$ cat src/rtl/mem_port_arbiter.sv
// Round-robin arbiter sharing one 256-bit memory port between dcache (p0)
// and icache (p1); one transaction in flight, with a sticky ack watchdog.
module mem_port_arbiter #(
    parameter int TIMEOUT_CYCLES = 64
) (
    input  logic         clk_i,
    input  logic         rst_i,
    input  logic         p0_enable_i,
    input  logic         p0_write_i,
    input  logic [31:0]  p0_addr_i,
    input  logic [255:0] p0_data_i,
    output logic         p0_ack_o,
    output logic [255:0] p0_data_o,
    input  logic         p1_enable_i,
    input  logic         p1_write_i,
    input  logic [31:0]  p1_addr_i,
    input  logic [255:0] p1_data_i,
    output logic         p1_ack_o,
    output logic [255:0] p1_data_o,
    output logic         mem_enable_o,
    output logic         mem_write_o,
    output logic [31:0]  mem_addr_o,
    output logic [255:0] mem_data_o,
    input  logic         mem_ack_i,
    input  logic [255:0] mem_data_i,
    output logic [1:0]   grant_o,
    output logic         timeout_o
);
    typedef enum logic {IDLE = 1'b0, BUSY = 1'b1} state_t;

    localparam logic [7:0] LP_TO = 8'(TIMEOUT_CYCLES);

    state_t         r_state;
    logic           r_prio;
    logic [7:0]     r_wd;
    logic           r_timeout;
    logic           r_mem_en;
    logic           r_mem_wr;
    logic [31:0]    r_mem_addr;
    logic [255:0]   r_mem_data;
    logic [1:0]     r_grant;

    logic           w_gnt0;
    logic           w_gnt1;
    logic           w_busy;
    logic [7:0]     w_wd_next;

    // r_prio = 0 favours p0 on a tie, 1 favours p1
    assign w_gnt0    = p0_enable_i & (~p1_enable_i | ~r_prio);
    assign w_gnt1    = p1_enable_i & (~p0_enable_i | r_prio);
    assign w_busy    = (r_state == BUSY);
    assign w_wd_next = (r_wd == LP_TO) ? r_wd : r_wd + 8'd1;

    assign p0_ack_o  = mem_ack_i & w_busy & r_grant[0];
    assign p1_ack_o  = mem_ack_i & w_busy & r_grant[1];
    assign p0_data_o = mem_data_i;
    assign p1_data_o = mem_data_i;

    assign mem_enable_o = r_mem_en;
    assign mem_write_o  = r_mem_wr;
    assign mem_addr_o   = r_mem_addr;
    assign mem_data_o   = r_mem_data;
    assign grant_o      = r_grant;
    assign timeout_o    = r_timeout;

    always_ff @(posedge clk_i or negedge rst_i) begin
        if (!rst_i) begin
            r_state    <= IDLE;
            r_prio     <= 1'b0;
            r_wd       <= 8'd0;
            r_timeout  <= 1'b0;
            r_mem_en   <= 1'b0;
            r_mem_wr   <= 1'b0;
            r_mem_addr <= 32'd0;
            r_mem_data <= 256'd0;
            r_grant    <= 2'b00;
        end else begin
            case (r_state)
                IDLE: begin
                    if (w_gnt0 | w_gnt1) begin
                        r_mem_en   <= 1'b1;
                        r_mem_wr   <= w_gnt0 ? p0_write_i : p1_write_i;
                        r_mem_addr <= w_gnt0 ? p0_addr_i : p1_addr_i;
                        r_mem_data <= w_gnt0 ? p0_data_i : p1_data_i;
                        r_grant    <= {w_gnt1, w_gnt0};
                        r_wd       <= 8'd0;
                        r_state    <= BUSY;
                    end else begin
                        r_mem_en <= 1'b0;
                    end
                end
                BUSY: begin
                    r_wd <= w_wd_next;
                    if (w_wd_next == LP_TO)
                        r_timeout <= 1'b1;
                    if (mem_ack_i) begin
                        r_mem_en <= 1'b0;
                        r_grant  <= 2'b00;
                        r_prio   <= r_grant[0];
                        r_state  <= IDLE;
                    end
                end
                default: r_state <= IDLE;
            endcase
        end
    end
endmodule

$ cat config.mk
export PLATFORM = sky130hd
export DESIGN_NAME = mem_port_arbiter
export DESIGN_NICKNAME = d
export VERILOG_FILES = /design/src/rtl/mem_port_arbiter.sv
export SDC_FILE = /design/constraint.sdc
export NUM_CORES = 1
export LEC_CHECK = 0
export CAP_MARGIN = 20
export CORE_AREA = 2 2 639 641
export CTS_CLUSTER_SIZE = 20
export DETAILED_ROUTE_END_ITERATION = 12
export DIE_AREA = 0 0 641 643
export GPL_TIMING_DRIVEN = 0
export PLACE_DENSITY = 0.3
export REMOVE_ABC_BUFFERS = 1
export SLEW_MARGIN = 10
export SYNTH_ARGS = -nofsm -noshare
export SYNTH_HDL_FRONTEND = slang
export SYNTH_SLANG_ARGS = --single-unit
$ cat constraint.sdc
create_clock -name clk_i -period 2.2 [get_ports clk_i]
set_clock_uncertainty 0.1 [all_clocks]
set_input_delay 0.44 -clock clk_i [delete_from_list [all_inputs] [get_ports clk_i]]
set_output_delay 0.44 -clock clk_i [all_outputs]
set_load 0.01 [all_outputs]
==> results.json <==
{
  "drc_errors": 0,
  "postRouteWirelength_um": 378000,
  "cp_data_required_time_ns": 2.74,
  "drt_pass1_iterations": 5,
  "reg2reg_slack_ns": 0.03,
  "viasPerCell": 2.45,
  "finalSetupViolations": 0,
  "detailroute.wirelength.met3_um": 118000,
  "clock_insertion_delay_worst_skew_ns": 0.75,
  "post_drt_wl_per_cell_um": 48.6,
  "end_kind": "flip-flop",
  "slew-limit-headroom_pct": 54.1,
  "cts_tree": "done",
  "power_uw": 24700,
  "layout_worst_path_cycle_share_pct": 98.5,
  "setup_repair_after_global_routing_missed_its_margin": "no",
  "synthesis.area_per_instance_um2": 9.60,
  "yosys_warnings": 0,
  "num-nets-final": 3117,
  "p_per_area_mw_per_mm2": 754,
  "fmax_mhz": 461,
  "synth_cell_type_count": 38,
  "placement.io_buffers": 877,
  "floorplan.initialDensity_pct": 4.39,
  "ant_nets": 0,
  "clk_pin_slew_ns": 0.06,
  "grt_use_total_pct": 17.7,
  "crit_type": "in2reg",
  "top_level_ports": 1646,
  "slew_worst_pin_ns": 0.687,
  "regToRegStartpoint": "r_state",
  "dr.first_iter.drc_count": 2046,
  "synth-async-reset-ratio_pct": 100,
  "synth.cell_area_mm2": 0.0178,
  "clkSinkCount": 303,
  "met1Wirelength_um": 82200,
  "largest_net_degree_at_the_start_of_global_routing": 87,
  "globalplace.congestion": 1.12,
  "number_of_pins_exceeding_their_max_slew_limit_in_the_final_report": 0,
  "critical_path.reg2reg.endpoint": "mem_data_o[206]",
  "run_status": "finished, final reports clean",
  "global_route_wire_length_before_repair_um": 414000,
  "timing.hold.worst.class": "in2async",
  "synthCells": 1853,
  "crit_arrival_ns": 2.71,
  "dieArea_mm2": 0.412,
  "num_vias": 19000,
  "drv.max_cap_violation_count": 0,
  "timing.final.hold_violations": 0,
  "synth_ff_type": "dfrtp_1",
  "cts_root_buffer": "clkbuf_16",
  "area_growth_pct": 84.1,
  "crit_start_category": "input port",
  "worst_r2r_path_depth": 8,
  "die_height_um": 643,
  "core_region_area_mm2": 0.405,
  "rows": 234,
  "synth_sequential_area_ratio_pct": 42.6,
  "first_global_vias": 16100,
  "num-fill-cells": 47400,
  "dieWidth_um": 641,
  "overflow": 0,
  "cts_buffers": 52,
  "power.ir.vdd_worst_mv": 0.633,
  "routed-wl-met2_um": 151000,
  "top_signal_layer_used": "met5",
  "final_period_minus_worst_setup_slack_ns": 2.17,
  "synth-seq-cells": 303,
  "synth_enable_flop_cells": 0,
  "drive_above_1_share_pct": 11.0,
  "worstPathMaxFanout": 33,
  "ff_latch_area_mm2": 0.00759,
  "dpl.hpwl_um": 333000,
  "multi_input_comb_area_mm2": 0.00613,
  "grt_antenna_before_repair": 165,
  "fin_worst_hold_slack_ns": 0.117,
  "leakage_uw": 0.0124,
  "clock_tree.htree_level_count": 2,
  "cts.path.max_buffers": 3
}
[worst max-delay path by stage]
stage | start | to
detailed placement | p0_enable_i | mem_data_o[104]
CTS | r_prio | mem_data_o[104]
finish | p1_enable_i | mem_data_o[206]
global route | r_prio | mem_data_o[48]
global placement | p1_enable_i | mem_data_o[48]
floorplan | p1_enable_i | mem_addr_o[0]
[critical path: stages]
cell and delay, ns:
clkdlybuf4s50_1 0.63, o21bai_4 0.39, buf_16 0.23, buf_16 0.22, buf_16 0.16, buf_12 0.17
buf_12 0.20, nand2_1 0.08, o21ai_1 0.07
[per-stage QoR]
stage	utilization [%]	setup slack, ns	instance area, µm²	cells	TNS, ns
6_report	8.08	0.0328	32800	7774	0
3_3_place_gp	7.16	-24.20	29000	7545	-
2_1_floorplan	-	-11.28	13400	1240	-3280.28
4_1_cts	8.05	-0.0851	32600	7741	-1.35
3_5_place_dp	7.43	-1.65	30100	7590	-278.86
5_1_grt	8.08	0.000144	32700	7767	0
[placed cells by master (no fill, tap or decap), types with 4 or more instances in the layout]
| cell | count |
|---|---|
| buf_2 | 12 |
| clkbuf_1 | 11 |
| diode_2 | 28 |
| buf_12 | 14 |
| buf_4 | 33 |
| buf_6 | 9 |
| a21oi_1 | 6 |
| dlygate4sd2_1 | 262 |
| dfrtp_1 | 300 |
| mux2i_1 | 265 |
| o21ai_0 | 7 |
| clkdlybuf4s50_1 | 582 |
| o21ai_1 | 289 |
| clkinvlp_4 | 5 |
| mux2i_4 | 16 |
| clkdlybuf4s15_2 | 14 |
| nand2_1 | 299 |
| buf_16 | 37 |
| bufbuf_16 | 6 |
| clkbuf_8 | 14 |
| clkinv_2 | 5 |
| clkbuf_16 | 57 |
| mux2i_2 | 10 |
| nand3_1 | 4 |
[metal layers]
metal / vias to the layer above / track usage, %
met5: - / 18.9
met4: 219 / 5.48
met3: 630 / 26.8
met2: 3159 / 25.2
met1: 8416 / 10.5
li1: 6589 / -
[report_power, final]
part / internal (µW) / switching, µW
sequential: 6850 / 715
combinational: 3800 / 4250
clock: 5250 / 3810
total: 15900 / 8780
[area by class of cell]
| cell class | count | area share, % |
|---|---|---|
| Antenna cell | 28 | 0.214 |
| Clock buffer | 78 | 4.76 |
| Clock inverter | 18 | 0.669 |
| Inverter | 4 | 0.0458 |
| Multi-Input combinational cell | 934 | 18.7 |
| Sequential cell | 303 | 23.2 |
| Tap cell | 5428 | 20.7 |
| Timing Repair Buffer | 981 | 31.7 |
[registers in the layout, indices dropped and copies added, names as in the netlist]
| signal | flops |
|---|---|
| mem_enable_o | 1 |
| mem_addr_o | 32 |
| timeout_o | 1 |
| r_state | 1 |
| r_wd | 8 |
| mem_write_o | 1 |
| mem_data_o | 256 |
| r_prio | 1 |
| grant_o | 2 |
[cells in the mapped netlist (2+ instances only)]
library cell  count  area [µm²]
o21ai_0           7        35.0
dfrtp_1         303        7580
nand2_1         300        1130
ha_1              2        25.0
mux2i_1         291        2910
o21ai_1         289        1450
nand3_1           4        20.0
inv_1             3        11.3
a22o_1            2        17.5
nor2b_1           3        18.8
nand4_1           2        12.5
and3_1            3        18.8
nor2_1            2        7.51
clkbuf_4          6        45.0
buf_4           523        3930
a21oi_1           6        30.0
clkbuf_1         42         158
nor3_1            2        10.0
xnor2_1           3        26.3
buf_2            42         210
[timing repair]
action	CTS	global route
cloned	14	3
hold buffers	1	0
endpoints found under the hold margin	94	0
pin swaps	3	3
setup buffers	42	6
gates resized for setup	461	9
endpoints found under the setup margin	523	115
[cells by family after synthesis]
logic type | Yosys count | share of synthesized area, %
buffers and inverters | 617 | 24.5
AND/OR/NAND/NOR | 322 | 7.08
AO/OA/AOI/OAI | 314 | 9.10
flip-flops | 303 | 42.6
multiplexers | 291 | 16.4
XOR/XNOR | 4 | 0.197
adder cells (fa/ha/maj) | 2 | 0.141
Note: power is estimated with default switching activity, not from simulation.
